<file path="src/rtl/branch_resolve_queue_pkg.sv">
// Shared types and constants for the branch resolve queue.
// The top level re-declares the entry layout locally so that INDEX_WIDTH overrides stay consistent.
package branch_pkg;

  localparam int unsigned BQ_INDEX_WIDTH = 8;
  localparam logic [31:0] BQ_PC_STEP     = 32'd4;

  typedef struct packed {
    logic [31:0]               pc;
    logic [BQ_INDEX_WIDTH-1:0] index;
    logic                      pred;
  } bq_entry_t;

endpackage

</file>
<file path="src/rtl/branch_resolve_queue_bq_fifo.sv">
// DEPTH-entry circular buffer with push/pop/clear; clear wins over push and pop.
// Storage is deliberately left unreset; only pointers and the occupancy count reset.
module bq_fifo #(
  parameter int unsigned WIDTH = 41,
  parameter int unsigned DEPTH = 4
) (
  input  logic             clk,
  input  logic             rst,
  input  logic             push,
  input  logic             pop,
  input  logic             clear,
  input  logic [WIDTH-1:0] wdata,
  output logic [WIDTH-1:0] rdata,
  output logic             full,
  output logic             empty
);

  localparam int unsigned PW = $clog2(DEPTH);

  logic [WIDTH-1:0] mem [DEPTH];
  logic [PW-1:0]    wp;
  logic [PW-1:0]    rp;
  logic [PW:0]      cnt;
  logic             push_ok;
  logic             pop_ok;

  assign full    = (cnt == (PW+1)'(DEPTH));
  assign empty   = (cnt == '0);
  assign push_ok = push && !full && !clear;
  assign pop_ok  = pop && !empty && !clear;
  assign rdata   = mem[rp];

  always_ff @(posedge clk or posedge rst) begin
    if (rst) begin
      wp  <= '0;
      rp  <= '0;
      cnt <= '0;
    end else if (clear) begin
      wp  <= '0;
      rp  <= '0;
      cnt <= '0;
    end else begin
      if (push_ok) wp <= wp + PW'(1);
      if (pop_ok)  rp <= rp + PW'(1);
      case ({push_ok, pop_ok})
        2'b10:   cnt <= cnt + (PW+1)'(1);
        2'b01:   cnt <= cnt - (PW+1)'(1);
        default: cnt <= cnt;
      endcase
    end
  end

  always_ff @(posedge clk) begin
    if (push_ok) mem[wp] <= wdata;
  end

endmodule

</file>
<file path="src/rtl/branch_resolve_queue.sv">
// Resolution side of the gshare predictor: in-order branch queue, predictor update strobe,
// and mispredict redirect with queue flush. Update pulses are always separated by an idle cycle.
module branch_resolve_queue
  import branch_pkg::*;
#(
  parameter int unsigned INDEX_WIDTH = BQ_INDEX_WIDTH,
  parameter int unsigned DEPTH       = 4
) (
  input  logic                   clk,
  input  logic                   rst,
  input  logic                   push,
  input  logic [31:0]            push_pc,
  input  logic [INDEX_WIDTH-1:0] push_index,
  input  logic                   push_pred,
  output logic                   full,
  input  logic                   resolve,
  input  logic                   resolve_taken,
  input  logic [31:0]            resolve_target,
  output logic                   resolve_ready,
  input  logic                   flush,
  output logic                   upd_valid,
  output logic [INDEX_WIDTH-1:0] upd_index,
  output logic                   upd_taken,
  output logic                   redirect_valid,
  output logic [31:0]            redirect_pc
);

  typedef struct packed {
    logic [31:0]            pc;
    logic [INDEX_WIDTH-1:0] index;
    logic                   pred;
  } entry_t;

  localparam int unsigned EW = $bits(entry_t);

  entry_t wentry;
  entry_t head;
  logic   fifo_full;
  logic   fifo_empty;
  logic   res_acc;
  logic   mispredict_now;
  logic   push_acc;
  logic   pop;
  logic   clear;

  assign wentry = '{pc: push_pc, index: push_index, pred: push_pred};

  assign full          = fifo_full;
  assign resolve_ready = !fifo_empty && !upd_valid;

  // A mispredict squashes the whole queue, including anything fetched alongside it.
  assign res_acc        = resolve && resolve_ready && !flush;
  assign mispredict_now = res_acc && (resolve_taken != head.pred);
  assign push_acc       = push && !fifo_full && !flush && !mispredict_now;
  assign pop            = res_acc && !mispredict_now;
  assign clear          = flush || mispredict_now;

  bq_fifo #(
    .WIDTH (EW),
    .DEPTH (DEPTH)
  ) u_fifo (
    .clk   (clk),
    .rst   (rst),
    .push  (push_acc),
    .pop   (pop),
    .clear (clear),
    .wdata (wentry),
    .rdata (head),
    .full  (fifo_full),
    .empty (fifo_empty)
  );

  always_ff @(posedge clk or posedge rst) begin
    if (rst) begin
      upd_valid      <= 1'b0;
      upd_index      <= '0;
      upd_taken      <= 1'b0;
      redirect_valid <= 1'b0;
      redirect_pc    <= '0;
    end else begin
      upd_valid      <= res_acc;
      upd_index      <= res_acc ? head.index : '0;
      upd_taken      <= res_acc ? resolve_taken : 1'b0;
      redirect_valid <= mispredict_now;
      if (mispredict_now)
        redirect_pc <= resolve_taken ? resolve_target : head.pc + BQ_PC_STEP;
      else
        redirect_pc <= '0;
    end
  end

endmodule

</file>
<file path="config.mk">
export PLATFORM = sky130hd
export DESIGN_NAME = branch_resolve_queue
export DESIGN_NICKNAME = d
export VERILOG_FILES = /design/src/rtl/branch_resolve_queue_pkg.sv /design/src/rtl/branch_resolve_queue_bq_fifo.sv /design/src/rtl/branch_resolve_queue.sv
export SDC_FILE = /design/constraint.sdc
export NUM_CORES = 1
export LEC_CHECK = 0
export ABC_AREA = 1
export CAP_MARGIN = 10
export CORE_MARGIN = 5
export CORE_UTILIZATION = 25
export CTS_BUF_LIST = sky130_fd_sc_hd__clkbuf_8 sky130_fd_sc_hd__clkbuf_16
export CTS_CLUSTER_SIZE = 30
export DETAILED_ROUTE_END_ITERATION = 12
export PLACE_DENSITY = 0.38
export SYNTH_ARGS = -nofsm -noshare
export SYNTH_HDL_FRONTEND = slang
export SYNTH_SLANG_ARGS = --single-unit
</file>
<file path="constraint.sdc">
create_clock -name clk -period 4.2 [get_ports clk]
set_clock_uncertainty 0.05 [all_clocks]
set_input_delay 0.84 -clock clk [delete_from_list [all_inputs] [get_ports clk]]
set_output_delay 0.84 -clock clk [all_outputs]
set_load 0.05 [all_outputs]
</file>
==> impl_metrics.tcl <==
set metrics [dict create \
    status "finished, final reports clean" \
    cts.clk_slew.worst_paths_ps 60 \
    cts_sinks 214 \
    synth_top_area_share 0.487 \
    max_cap_viol_count 0 \
    syn_area_um2 10100 \
    htree_levels 1 \
    ios 124 \
    hold_buffers 0 \
    r2r-start "u_fifo.rp[1]" \
    cpPeakStageDelay_ps 880 \
    yosys_register_bits 214 \
    fin_area_um2 12600 \
    critPathBufInv 1 \
    insertion_delay_ps 520 \
    worst-endpoint-required_ps 3310 \
    finalWorstSetupSlack_ps 1120 \
    synth_cell_types 33 \
    critical_path.endpoint_type "output port" \
    slowest_stage "clkdlybuf4s50_1" \
    finalHoldViolCount 0 \
    max_slew_margin 0.383 \
    root_buffer "clkbuf_16" \
    grt_pass1_vias 7449 \
    synth_cells 1081 \
    synth_area_leaders "edfxtp_1 (49%), nand2_1 (14%), dfrtp_1 (12%), nor2_1 (5.3%), nand3_1 (5.1%)" \
    synth_area_per_cell_um2 9.35 \
    start_kind "flip-flop" \
    initial_core_util 0.254 \
    wl_mm 29.9 \
    dieArea_um2 44500 \
    rrSetupSlack_ps 1470 \
    num-nets-final 1288 \
    leakage_nw 5.36 \
    finalSetupViolations 0 \
    antenna_found_initial 0 \
    period_share 0.732 \
    p_per_area_nw_per_um2 469 \
    total_power_mw 5.93 \
    io_buffers 123 \
    fp-row-count 73 \
    clk_path_buf_depth 3 \
    die_height_um 211 \
    cts_tree "yes" \
    dpl_cell_area_um2 11800 \
    crit_family "buffers and inverters" \
    grt_max_degree 90 \
    rr_endpoint "redirect_pc[12]" \
    finalCriticalPeriod_ps 3080 \
    max_freq_ghz 0.325 \
    worstMarginPinSlew_ps 925 \
    worstPathMaxFanout 4 \
    min_path_type "reg2reg" \
    critical_path_class "reg2out" \
    drcViolationCount 0 \
    grt.total_usage 0.133 \
    worstRegToRegCells 11 \
    cp-endpoint "full" \
    hpwl_mm 20.4 \
    yosysTopAreaCell "edfxtp_1" \
    synth.net_count 1166 \
    fin_setup_tns_ps 0 \
    core-area_um2 39800 \
    die_x_um 211 \
    cts_setup_buffers 0 \
    first_pass_iters 4 \
    worstSetupStartpoint "u_fifo.cnt[1]" \
    crit_chain "nor3_1, clkdlybuf4s50_1" \
    rsz0062_at_grt "false" \
    irDropWorstVdd_uv 255 \
    vias_per_cell 4.25 \
    gp_congestion 0.849 \
    ys_seq_area_frac 0.611 \
    synth_warnings 0 \
    path_depth 2 \
    dp_slack_ps 1080 \
    syn2layout_area_growth_pct 25.0 \
    gr-total-overflow 0 \
    cts_resized 0 \
    cts_buffers 26 \
    vias 7417 \
    routedWlPerCell_um 17.1 \
    maxSlewViolCount 0 \
    diodes 0 \
    ant_nets 0 \
    grt_pass1_wl_mm 45.8 \
    drive_gt1_frac 0.0777 \
    worstPathArrival_ps 2190 \
    drt_iter0_drc 360 \
]
## power by group
part / switching [mW] / internal [mW] / leakage, nW
clock network: 0.831 / 1.22 / 0.432
logic: 0.948 / 0.400 / 2.75
registers: 0.0585 / 2.47 / 2.17
## layer usage
| metal | wire, um | vias up | track usage | share of wire |
|---|---|---|---|---|
| li1 | - | 3767 | - | - |
| met1 | 14000 | 3466 | 0.181 | 0.47 |
| met2 | 14100 | 147 | 0.225 | 0.47 |
| met3 | 1360 | 37 | 0.0232 | 0.046 |
| met4 | 472 | 0 | 0.0226 | 0.016 |
| met5 | 0 | - | 0 | 0 |
## how the worst min path moves through the flow
stage | startpoint | endpoint | slack [ps] | cells after the start
CTS | u_fifo.mem[3][8] | upd_index[7] | 490 | 2
finish | u_fifo.mem[3][8] | upd_index[7] | 490 | 2
global route | u_fifo.mem[3][8] | upd_index[7] | 530 | 2
detailed placement | u_fifo.mem[3][8] | upd_index[7] | 480 | 2
global placement | u_fifo.mem[3][8] | upd_index[7] | 490 | 2
floorplan | u_fifo.mem[3][1] | upd_index[0] | 450 | 2
## tightest hold or removal path: cells and delay by family (launching register included)
family / cells / cell delay (ps)
AOI/OAI and AO/OA: 2 / 190
DFF: 1 / 310
## final cells by class
type                    count  area [um2]
well taps                 525         657
clock inverters            19         100
inverters                  84         323
fillers                  4234       27200
repair buffers            137        1350
multi-input cells         740        3340
clock buffers              28         689
flip-flops and latches    214        6180
## Yosys cell counts
cell type / instances
nor2_2: 11
a32o_1: 2
xor2_1: 9
dfrtp_1: 50
nor3_1: 1
a21oi_2: 1
a21oi_1: 17
buf_4: 9
ha_1: 5
buf_2: 14
a32oi_1: 1
buf_6: 10
nand2_4: 2
nor2_1: 144
or2_2: 1
o21ai_0: 27
o21ai_1: 6
xor2_2: 2
clkbuf_1: 9
inv_8: 1
inv_2: 3
edfxtp_1: 164
nand2_2: 9
nor2_4: 2
nand3_2: 7
a211oi_2: 3
nand2_1: 374
xnor2_1: 1
buf_8: 1
inv_1: 80
nand3_1: 103
nand4_1: 11
fa_1: 1
## cell families after synthesis
logic type	synth area share
XOR/XNOR	0.0119
adder cells (fa/ha/maj)	0.00817
AND/OR/NAND/NOR	0.275
buffers and inverters	0.0615
AO/OA/AOI/OAI	0.0322
flip-flops	0.611
## sequential cells by signal (all words and copies together), names as in the netlist
| name | count |
|---|---|
| redirect_pc | 32 |
| redirect_valid | 1 |
| u_fifo.cnt | 3 |
| u_fifo.mem | 164 |
| u_fifo.rp | 2 |
| u_fifo.wp | 2 |
| upd_index | 8 |
| upd_taken | 1 |
| upd_valid | 1 |
## placed cells by master, fill, tap and decap left out, drive strengths merged, types with 2 or more instances in the layout
| cell | n |
|---|---|
| ha | 5 |
| inv | 96 |
| clkinv | 6 |
| buf | 14 |
| nor2 | 157 |
| edfxtp | 164 |
| clkbuf | 28 |
| a211oi | 3 |
| nand4 | 11 |
| a32o | 2 |
| nand2 | 385 |
| dfrtp | 50 |
| nand3 | 110 |
| a21oi | 18 |
| clkdlybuf4s50 | 123 |
| xor2 | 11 |
| o21ai | 33 |
## through the flow
| stage | utilization | cells | hold WS [ps] |
|---|---|---|---|
| finish | 0.317 | 1747 | 490 |
| global route | 0.317 | 1747 | 528 |
| CTS | 0.317 | 1747 | 495 |
| detailed placement | 0.297 | 1700 | 480 |
| global placement | 0.297 | 1700 | 489 |
| floorplan | - | 1081 | 450 |
Power figures use the tool's default switching activity.
==> edit 1, RTL diff (config.mk and constraints unchanged) <==
Register the input `resolve_target` before use, without a reset. The logic sees it one clock later. The other inputs are not delayed to match.
--- a/src/rtl/branch_resolve_queue.sv
+++ b/src/rtl/branch_resolve_queue.sv
@@ -32,6 +32,12 @@
   } entry_t;
 
   localparam int unsigned EW = $bits(entry_t);
+
+  logic [31:0] resolve_target_q;
+
+  always_ff @(posedge clk) begin
+    resolve_target_q <= resolve_target;
+  end
 
   entry_t wentry;
   entry_t head;
@@ -83,7 +89,7 @@
       upd_taken      <= res_acc ? resolve_taken : 1'b0;
       redirect_valid <= mispredict_now;
       if (mispredict_now)
-        redirect_pc <= resolve_taken ? resolve_target : head.pc + BQ_PC_STEP;
+        redirect_pc <= resolve_taken ? resolve_target_q : head.pc + BQ_PC_STEP;
       else
         redirect_pc <= '0;
     end
Function: changed (Yosys sat finds a counterexample within 4 cycles, from zero or initial values and one cycle with rst high).
==> edit 1 against the unedited design <==
Total power is 18% higher. Cell area is 6.9% higher. Register-to-register slack worse by 0.28 ns. Sequential cell count is 32 higher. Setup slack better by 0.043 ns. Area after synthesis is 6.2% higher. Via count is 4.2% higher. Wire length is 6.3% higher. Largest cell class unchanged. Highest routed layer unchanged.
==> edit 1: results (changes against the unedited design) <==
| Metric | Value |
|---|---|
| Status | finished clean |
| Critical Path End | resolve_ready |
| Mean Syn Cell Area | 9.51 µm² (+1.7%) |
| Pin count of the biggest net entering global routing | 74 (-18%) |
| Clock power frac | 35.6% (+0.9 points) |
| Peak supply drop | 220 µV (-13%) |
| DRT Pass-1 Iters | 5 (+1) |
| Core area | 0.0422 mm² (+6.0%) |
| Vias in the first global route | 7587 (+1.9%) |
| Worst setup path startpoint | u_fifo.cnt[0]$_DFFE_PP0P_ |
| Inst Count DP | 1761 (+3.6%) |
| Reg-to-reg setup timing slack | 1.19 ns (-0.28 ns) |
| HP Start | resolve_target_q[3]$_DFF_P_ |
| Arrival time at the worst endpoint | 2.14 ns (-0.05 ns) |
| Via count | 7727 (+4.2%) |
| Met2 wire len | 14400 µm (+1.8%) |
| Final HPWL DP | 22300 µm (+8.9%) |
| WL met3 | 1490 µm (+9.1%) |
| First-pass GRT wire length | 48000 µm (+4.8%) |
| Met1 GRT Util | 18.6% (+0.56 points) |
| Sequential share of power | 40.7% (-1.9 points) |
| Syn Nets | 1213 (+4.0%) |
| Static leakage | 5.71 nW (+6.5%) |
| Cell Area, Placed | 0.0125 mm² (+5.8%) |
| Period utilisation layout | 72.2% (-1.0 points) |
[edit 1: changes by cell type after synthesis, moves of 3 or more]
cell	delta
o21ai_1	-6
nand3_2	-6
buf_4	-3
dfxtp_1	+32
nand3_1	+7
a211oi_2	-3
inv_1	-4
nand2_1	+19
a211oi_1	+3
o21ai_0	+6
buf_1	+3
[edit 1: cell families (layout without fill, tap and decap cells)]
logic type	Yosys count	count (layout)	synth area share, %
xor gates and xnor gates	12	12	0.980
and+or+nand+nor	678	678	25.9
adders and majority gates	6	6	0.770
AOI/OAI and AO/OA	62	62	3.20
buffers and inverters	124	271	5.60
DFF	246	246	63.5
[edit 1: layout make-up]
cell class              count  area, µm²
clock buffers              37        847
clock inverters            16        123
fillers                  4412      28700
inverters                  80        305
multi-input cells         758       3340
flip-flops and latches    246       6820
well taps                 539        674
repair buffers            138       1390
[edit 1: tightest hold or removal path, stage by stage (launching register included)]
cell	delay [ns]
dfxtp_1	0.30
nand2_1	0.06
a21oi_1	0.06
==> edit 2, RTL diff (same settings) <==
Made on the original files. `BQ_INDEX_WIDTH`: 8 -> 10.
--- a/src/rtl/branch_resolve_queue_pkg.sv
+++ b/src/rtl/branch_resolve_queue_pkg.sv
@@ -2,7 +2,7 @@
 // The top level re-declares the entry layout locally so that INDEX_WIDTH overrides stay consistent.
 package branch_pkg;
 
-  localparam int unsigned BQ_INDEX_WIDTH = 8;
+  localparam int unsigned BQ_INDEX_WIDTH = 10;
   localparam logic [31:0] BQ_PC_STEP     = 32'd4;
 
   typedef struct packed {
Ports: changed (resized push_index and upd_index); port bits go from 124 to 128. No check against the original RTL was run, so the function may have changed too.
==> edit 2 against the unedited design <==
Maximum frequency up 4.1%. First-iteration DRC count up 19%. Critical endpoint is now resolve_ready. Total power down 0.34%. Critical path type unchanged. Sequential cell count up 10. Hold slack worse by 0.0087 ns. Setup slack better by 0.12 ns. Sequential share of layout area up 0.30 points. Synthesized cell count up 3.7%. Count of clock-buffer cells in the layout up 1. Cell area up 4.1%. Wire length down 0.60%. Area after synthesis up 3.3%. Register-to-register slack worse by 0.14 ns.
==> edit 2: results (changes against the unedited design) <==
| Metric | Value |
|---|---|
| Status | finished clean |
| Met1 GRT Util | 18.9% (+0.84 points) |
| Clk root buf | clkbuf_16 |
| R2R Path Start | u_fifo.rp[0]$_DFFE_PP0P_ |
| 1st-iter DRT viols | 430 (+19%) |
| CP Max Fanout | 3 (-1) |
| GP Congestion | 0.803 (-5.4%) |
| Worst hold path depth | 2 (unchanged) |
| Ranking of synthesized cells by area | edfxtp_1 49%, nand2_1 14%, dfrtp_1 12% |
| GR Layer Usage met2 | 19.8% (-2.8 points) |
| Peak supply drop | 258 µV (+1.5%) |
| Place WS | 1.06 ns (-0.0156 ns) |
| CTS resizes | 0 (unchanged) |
| Num CTS Buffers | 27 (+3.8%) |
| Slowest Stage Delay on Critical Path | 0.70 ns (-0.18 ns) |
| CTS H-tree lvls | 1 (unchanged) |
| Count of nets after finishing | 1332 (+3.4%) |
| Via count | 7670 (+3.4%) |
| CTS clk-pin slew, worst paths | 0.06 ns (about the same) |
| Top layer in use | met5 |
| Inst Count DP | 1748 (+2.8%) |
| Pin count of the biggest net entering global routing | 79 (-12%) |
| DRT Pass-1 Iters | 5 (+1) |
| WL per Instance | 16.5 µm (-3.5%) |
| IO buf count | 127 (+3.3%) |
| Vias in the first global route | 7647 (+2.7%) |
| Routed metal-1 wirelength | 14900 µm (+7.1%) |
| CTS Buffer Depth | 3 (unchanged) |
| Share of layout cells above drive strength 1 | 7.74% (-0.033 points) |
| Arrival time at the worst endpoint | 2.07 ns (-0.12 ns) |
| Initial antenna violation count | 3 (+3) |
| Hold crit path type | reg2reg |
| Worst skew pair latency | 0.54 ns (+0.02 ns) |
| Slowest cell on the critical path | clkdlybuf4s50_1 |
| WL met3 | 1670 µm (+22%) |
| Worst setup path startpoint | u_fifo.cnt[0]$_DFFE_PP0P_ |
| Syn Nets | 1208 (+3.6%) |
| Met3 usage | 2.77% (+0.45 points) |
| List of most frequent post-synthesis cells | 389 x nand2_1, 172 x edfxtp_1, 151 x nor2_1 |
| Top FF cell, synth | edfxtp_1 |
| Register area share after synthesis | 61.9% (+0.83 points) |
| Cell Count, Final, Fillers Out | 1799 (+3.0%) |
| Static leakage | 5.53 nW (+3.3%) |
| Met2 wire len | 12700 µm (-9.8%) |
| HP Start | u_fifo.mem[3][7]$_DFFE_PP_ |
| Cell Area, Placed | 0.0123 mm² (+3.7%) |
| First-pass GRT wire length | 46800 µm (+2.3%) |
| Asr flop ratio synth | 23.2% (-0.15 points) |
| Largest regs | u_fifo.mem (172), redirect_pc (32), upd_index (10) |
| Reg2reg path depth | 15 (+4) |
| Mean Syn Cell Area | 9.31 µm² (-0.39%) |
| Final HPWL DP | 19800 µm (-3.0%) |
| Synth unique cells | 32 (-3.0%) |
| Number of synthesized flops with an enable pin | 172 (+4.9%) |
| Worst-margin pin slew | 0.821 ns (-0.104 ns) |
| GR Util All Layers | 12.9% (-0.40 points) |
-- edit 2: worst paths after layout --
path | end | slack, ns
max | resolve_ready | 1.24
min reg2reg | upd_index[6]$_DFF_PP0_ | 0.48
min in group asynchronous | u_fifo.cnt[1]$_DFFE_PP0P_ | 0.60
max reg2reg | u_fifo.cnt[2]$_DFFE_PP0P_ | 1.33
max in group asynchronous | redirect_pc[0]$_DFF_PP0_ | 2.67
min | upd_index[6]$_DFF_PP0_ | 0.48
-- edit 2: worst max-delay path: cells and delay by family (launching register included) --
family	cells	cell delay, ns
DFF	1	0.42
AOI/OAI and AO/OA	1	0.18
buffers and inverters	3	0.87
and+or+nand+nor	1	0.06
-- edit 2: final cells by class --
cell class | count | area, µm²
clock buffer | 29 | 703
inverter | 89 | 334
sequential | 224 | 6470
clock inverter | 21 | 160
tap | 532 | 666
antenna | 1 | 2.50
multi-input combinational | 763 | 3380
timing repair buffer | 140 | 1430
fill | 4290 | 28000
-- edit 2: logic make-up (layout without fill, tap and decap cells) --
| logic type | Yosys count | count (layout) | share of synthesized area [%] |
|---|---|---|---|
| AND/OR/NAND/NOR | 681 | 681 | 27.0 |
| adder cells (fa/ha/maj) | 6 | 6 | 0.791 |
| flip-flops | 224 | 224 | 61.9 |
| other | 0 | 1 | 0 |
| buffers and inverters | 134 | 279 | 5.96 |
| AO/OA/AOI/OAI | 65 | 65 | 3.40 |
| XOR/XNOR | 11 | 11 | 0.923 |
-- edit 2: where the power goes --
part	internal [mW]	total, mW	switching [mW]
clock	1.33	2.23	0.906
sequential	2.53	2.57	0.0406
combinational	0.337	1.11	0.770
total	4.19	5.91	1.72
